File: config.mk
export PLATFORM = sky130hd
export DESIGN_NAME = squeeze_serializer
export DESIGN_NICKNAME = d
export VERILOG_FILES = /design/src/rtl/squeeze_serializer.sv
export SDC_FILE = /design/constraint.sdc
export NUM_CORES = 1
export LEC_CHECK = 0
export CORE_MARGIN = 2
export CORE_UTILIZATION = 30
export DETAILED_ROUTE_END_ITERATION = 7
export HOLD_SLACK_MARGIN = 0.1
export PLACE_DENSITY_LB_ADDON = 0.3
export SLEW_MARGIN = 20
export SYNTH_ARGS = -nofsm -noshare
export SYNTH_HDL_FRONTEND = slang
export SYNTH_SLANG_ARGS = --single-unit
File: constraint.sdc
create_clock -name clk -period 2.9 [get_ports clk]
set_clock_uncertainty 0.15 [all_clocks]
set_input_delay 0.29 -clock clk [delete_from_list [all_inputs] [get_ports clk]]
set_output_delay 0.29 -clock clk [all_outputs]
set_load 0.005 [all_outputs]
File: src/rtl/squeeze_serializer.sv
// Sponge squeeze serializer: splits INWIDTH blocks into OUTWIDTH words, LS word first, and requests more blocks until out_len words are sent.
// Latency: first word one cycle after the block is accepted. Backpressure: out_ready=0 holds the current word.
module squeeze_serializer #(
  parameter int INWIDTH  = 256,
  parameter int OUTWIDTH = 8,
  parameter int LENWIDTH = 16
) (
  input  logic                clk,
  input  logic                clear_n,
  input  logic                start,
  input  logic [LENWIDTH-1:0] out_len,
  output logic                squeeze_req,
  input  logic [INWIDTH-1:0]  block_in,
  input  logic                block_valid,
  output logic                block_ready,
  output logic [OUTWIDTH-1:0] serial_out,
  output logic                out_valid,
  input  logic                out_ready,
  output logic                busy,
  output logic                done
);

  localparam int N  = INWIDTH / OUTWIDTH;
  localparam int CW = (N > 1) ? $clog2(N) : 1;

  typedef enum logic [1:0] {IDLE, WAIT_BLK, SHIFT} state_t;

  state_t              state_q, state_d;
  logic [INWIDTH-1:0]  shreg_q;
  logic [LENWIDTH-1:0] rem_q;
  logic [CW-1:0]       wcnt_q;
  logic                load_len, load_blk, take_word, req_d, done_d;

  always_comb begin
    state_d   = state_q;
    load_len  = 1'b0;
    load_blk  = 1'b0;
    take_word = 1'b0;
    req_d     = 1'b0;
    done_d    = 1'b0;
    case (state_q)
      IDLE: begin
        if (start) begin
          if (out_len != '0) begin
            load_len = 1'b1;
            req_d    = 1'b1;
            state_d  = WAIT_BLK;
          end else begin
            done_d = 1'b1;
          end
        end
      end
      WAIT_BLK: begin
        if (block_valid) begin
          load_blk = 1'b1;
          state_d  = SHIFT;
        end
      end
      SHIFT: begin
        if (out_ready) begin
          take_word = 1'b1;
          // Length exhaustion wins over block exhaustion so no spare block is requested.
          if (rem_q == LENWIDTH'(1)) begin
            done_d  = 1'b1;
            state_d = IDLE;
          end else if (wcnt_q == CW'(N - 1)) begin
            req_d   = 1'b1;
            state_d = WAIT_BLK;
          end
        end
      end
      default: state_d = IDLE;
    endcase
  end

  assign block_ready = (state_q == WAIT_BLK);
  assign out_valid   = (state_q == SHIFT);
  assign busy        = (state_q != IDLE);
  assign serial_out  = shreg_q[OUTWIDTH-1:0];

  always_ff @(posedge clk or negedge clear_n) begin
    if (!clear_n) state_q <= IDLE;
    else          state_q <= state_d;
  end

  always_ff @(posedge clk or negedge clear_n) begin
    if (!clear_n) begin
      shreg_q     <= '0;
      rem_q       <= '0;
      wcnt_q      <= '0;
      squeeze_req <= 1'b0;
      done        <= 1'b0;
    end else begin
      squeeze_req <= req_d;
      done        <= done_d;
      if (load_len) rem_q <= out_len;
      if (load_blk) begin
        shreg_q <= block_in;
        wcnt_q  <= '0;
      end
      if (take_word) begin
        shreg_q <= shreg_q >> OUTWIDTH;
        wcnt_q  <= wcnt_q + 1'b1;
        if (rem_q != '0) rem_q <= rem_q - 1'b1;
      end
    end
  end

endmodule
# Yosys cells after proc, flatten, opt, wreduce, memory -nomap -nowiden
# Index checks and enable logic that the tools add are counted.
# Widths: inputs -> output; s select.
# totals
ff_bits,281
# op_classes
reduce_logical,6
addsub,2
n_mux,30
n_eq_ne,9
# ops
op,n
$mux 256,2
$mux 16,3
$reduce_bool 16->1,2
$eq 16x1->1 const B,1
$sub 16x1->16 const B,1
$mux 1,14
$mux 2,6
$mux 5,2
$ne 2x2->1 const B,3
$pmux 2 s3,1
$add 5x1->5 const B,1
$eq 5x5->1 const B,1
$reduce_and 5->1,1
$pmux 1 s2,2
$reduce_bool 2->1,2
$ne 3x1->1 const B,1
$eq 2x1->1 const B,1
$eq 2x2->1 const B,1
$logic_not 2->1,1
$ne 2x1->1 const B,1

# Logic depth before layout (Yosys ltp)
# Gate-level depths: netlist (run 1).
# logic_depth
depth_word,7
mapped_depth,8
mapped_depth_nobuf,7

# Least setup slack after synthesis (run 1)
# No wires, ideal clock.
# synth_path
path_type,reg-to-reg
startpoint,register rem_q[0]
endpoint,register rem_q[14]
required_ps,2683
path_stages_with_launch,9
arrival_ps,2135
path_slack_ps,548
setup_time_ps,67
cell_sequence,dfrtp_1 -> inv_1 -> ha_1 -> or3b_2 -> clkbuf_1 -> or4_4 -> nor3_1 -> mux2_1 -> o221a_1
# synth_between
elab_chain_cells,3
# synth_rtl
item,line,rtl
from (decl),30,logic [LENWIDTH-1:0] rem_q;
from (signal assigned),96,if (load_len) rem_q <= out_len;
from (signal assigned),104,if (rem_q != '0) rem_q <= rem_q - 1'b1;
$sub 16x1->16 / $reduce_bool 16->1 (equally long branches),104,
$mux 16 (*),104,
$mux 16 (*),101,if (take_word) begin
# Mark *: on every way between the ends. The rest lies on a longest branch, timed or not.
# A chain may end at the register's enable or synchronous reset.

# Worst setup path in the final report (run 1)
# layout_path
startpoint,register rem_q[4]
endpoint,register rem_q[14]
# Same word-level chain as after synthesis.

==> summary.md, run 1 <==
| Metric | Value |
|---|---|
| Num CTS Buffers | 34 |
| Tot Pwr | 16900 uW |
| Design Area, Final | 17400 um2 |
| Mapped Cells | 1532 |
| Worst Setup SP | rem_q[4] |
| Total core area | 42000 um2 |
| Largest net degree at the start of global routing | 168 |
| Post-synth top flop | dfrtp_1 |
| Share of layout cells above drive strength 1 | 0.0533 |
| Initial core utilization | 0.305 |
| DR vias | 11559 |
| GRT Overall Usage | 0.173 |
| Clk sinks | 281 |
| Post-synth EDFFs | 0 |
| R2R Path Start | rem_q[4] |
| Crit end category | flip-flop |
| Core Util, Final | 0.414 |
| LEAKAGE | 0.00760 uW |
| Fill cells | 4239 |
| Final min period | 2600 ps |
| Clk_lat worst skew | 530 ps |
| I/O pins | 290 |
| Vias per cell | 4.98 |
| Worst R2R End | rem_q[14] |
| Multi-input logic area | 5260 um2 |
| M3 GR Usage | 0.0303 |
| Input/output buffers | 289 |
| Slew @ Worst Pin | 813 ps |
| Arrival time worst endpoint | 2860 ps |
| FF-to-FF setup slack | 300 ps |
| Data required time of the worst path | 3150 ps |
| Fin nets | 2042 |
| Ys Warns | 0 |
| Initial antenna violation count | 0 |
| Sequential share of the synthesized area | 0.548 |
| Initial DRC count | 852 |
| WL per Instance | 16.6 um |
| Critical Path Sink | rem_q[14] |
| Avg Cell Area, Syn | 8.37 um2 |
| Outcome | completed |
| Clock H-tree levels | 2 |
| Syn Std Cell Area | 12800 um2 |
| Placed Area | 16300 um2 |
| Met1 usage | 0.246 |
| Die Wd | 211 um |
| Final ANT Viol Nets | 0 |
| First-pass DRT Iterations | 5 |
| Hpwl dp | 26.0 mm |
| Max_slew headroom | 0.457 |
| Final setup viols | 0 |
| Worst Hold Class | in -> async |
| WHS | 156 ps |
| Critical Path Start Type | flip-flop |
| Reg2Reg Depth | 5 |
| CTS tree | done |
| Final Hold Viols | 0 |
| Net Count, Synth | 1813 |
| First-pass GRT wire length | 61.6 mm |
| Vias in the first global route | 11461 |
| Most frequent cells in the layout | nand2_1 (507), clkdlybuf4s50_1 (288), dfrtp_1 (281) |
| Setup TNS | 0 ps |
| Final Routed Wirelength | 38.5 mm |
| GRT overflow | 0 |
| Yosys cell types | 44 |
| CTS Root Cell | clkbuf_16 |
| Final slew viol count | 0 |
| Storage element area | 7030 um2 |
| Async set-reset flop share out of synthesis | 1.00 |
| Flops & latches, synth | 281 |
| Peak supply drop | 0.309 mV |
| Layout overhead on the synthesized area | 35.8% |
| Post_cts resized | 0 |
| Ant. Diodes | 0 |
| Gr busiest metal | met2 |
| Max-Cap Viols | 0 |
| GPL Wtd Cong | 0.824 |
| Longest Clk Path Bufs | 3 |
| CP max FO | 28 |
| Met2 track demand over resource | 0.268 |
| FP Rows | 75 |
| Most common cell after layout, fill and taps aside | nand2_1 |
| Pwr/cell area | 972 nW/um2 |
| Die Area | 44400 um2 |
| Crit share post-route | 0.897 |
| Clock Pin Slew Worst Setup and Hold Paths | 60 ps |
| WS Path Type | reg -> reg |
| FMAX | 384 MHz |
| Residual DRC count | 0 |
| RSZ-0062 raised after global routing | false |
| Die Y | 211 um |
## worst max-delay path: stages (launching register included)
cell,delay [ps]
dfrtp_1,410
or4_1,660
and4bb_4,420
a21oi_4,210
mux2_1,390
o221a_1,230
## routing by layer
metal | vias to the layer above | part of all wire
met1 | 5562 | 0.47
met2 | 327 | 0.46
met4 | 0 | 0.020
li1 | 5627 | -
met3 | 43 | 0.053
met5 | - | 0
## final cells by class
cell class,count,share of cell area
inverter,9,0.00194
sequential,281,0.404
multi-input combinational,1115,0.302
tap,539,0.0387
clock inverter,11,0.00768
clock buffer,48,0.0559
timing repair buffer,320,0.191
## cells by family after synthesis
logic type,share of synthesized area
AND/OR/NAND/NOR,0.244
AO/OA/AOI/OAI,0.151
flip-flops,0.548
buffers and inverters,0.0434
multiplexers,0.00936
adder cells (fa/ha/maj),0.00390
## flip-flops by register name (all words and copies together) (netlist names)
register,count
done,1
rem_q,16
shreg_q,256
squeeze_req,1
state_q,2
wcnt_q,5
## per-stage QoR
stage	setup slack, ps	cells
finish	298	2323
global route	178	2323
CTS	290	2323
detailed placement	250	2263
global placement	343	2263
floorplan	548	1532
## how the worst min path moves through the flow
stage          depth (start not counted)           end     startpoint
6_report                               2    shreg_q[5]        clear_n
5_1_grt                                3  shreg_q[220]  block_in[220]
4_1_cts                                3  shreg_q[228]  block_in[228]
3_5_place_dp                           1    shreg_q[6]        clear_n
3_3_place_gp                           1    shreg_q[5]        clear_n
2_1_floorplan                          0          done        clear_n
## report_power, final
part	switching [uW]	internal [uW]	total, uW	leakage (uW)
logic	2950	2530	5470	0.00373
registers	1220	5970	7190	0.00332
clock network	1670	2610	4280	0.000551
total	5830	11100	16900	0.00760
## what timing repair did
action                    4_1_cts  5_1_grt
hold buffers                    1        0
hold endpoints to repair      281        0
buffers inserted                0        0
## synth_stat cells (all sizes together), types with 3 or more instances
cell / n / area, um2
mux2: 8 / 90.1
clkbuf: 106 / 398
nor2: 258 / 968
a21oi: 6 / 45.1
o221a: 9 / 101
a31oi: 249 / 1560
inv: 9 / 33.8
nor3: 5 / 25.0
and2: 3 / 18.8
mux2i: 3 / 30.0
a22o: 10 / 87.6
o21ai: 6 / 30.0
and3: 4 / 25.0
buf: 21 / 125
nand2: 509 / 1910
nand4: 3 / 18.8
nor4: 7 / 43.8
or4: 3 / 26.3
nand3: 10 / 50.1
dfrtp: 281 / 7030
ha: 4 / 50.1
No activity file was read; power rests on OpenSTA's default activity.
==> run 2: changes to the inputs <==
--- a/config.mk
+++ b/config.mk
@@ -7,6 +7,7 @@
 export LEC_CHECK = 0
 export CORE_MARGIN = 2
 export CORE_UTILIZATION = 30
+export CTS_CLUSTER_SIZE = 20
 export DETAILED_ROUTE_END_ITERATION = 7
 export HOLD_SLACK_MARGIN = 0.1
 export PLACE_DENSITY_LB_ADDON = 0.3
==> results of run 2 <==
The final DEF is identical to that of run 1; final timing and power are the same.
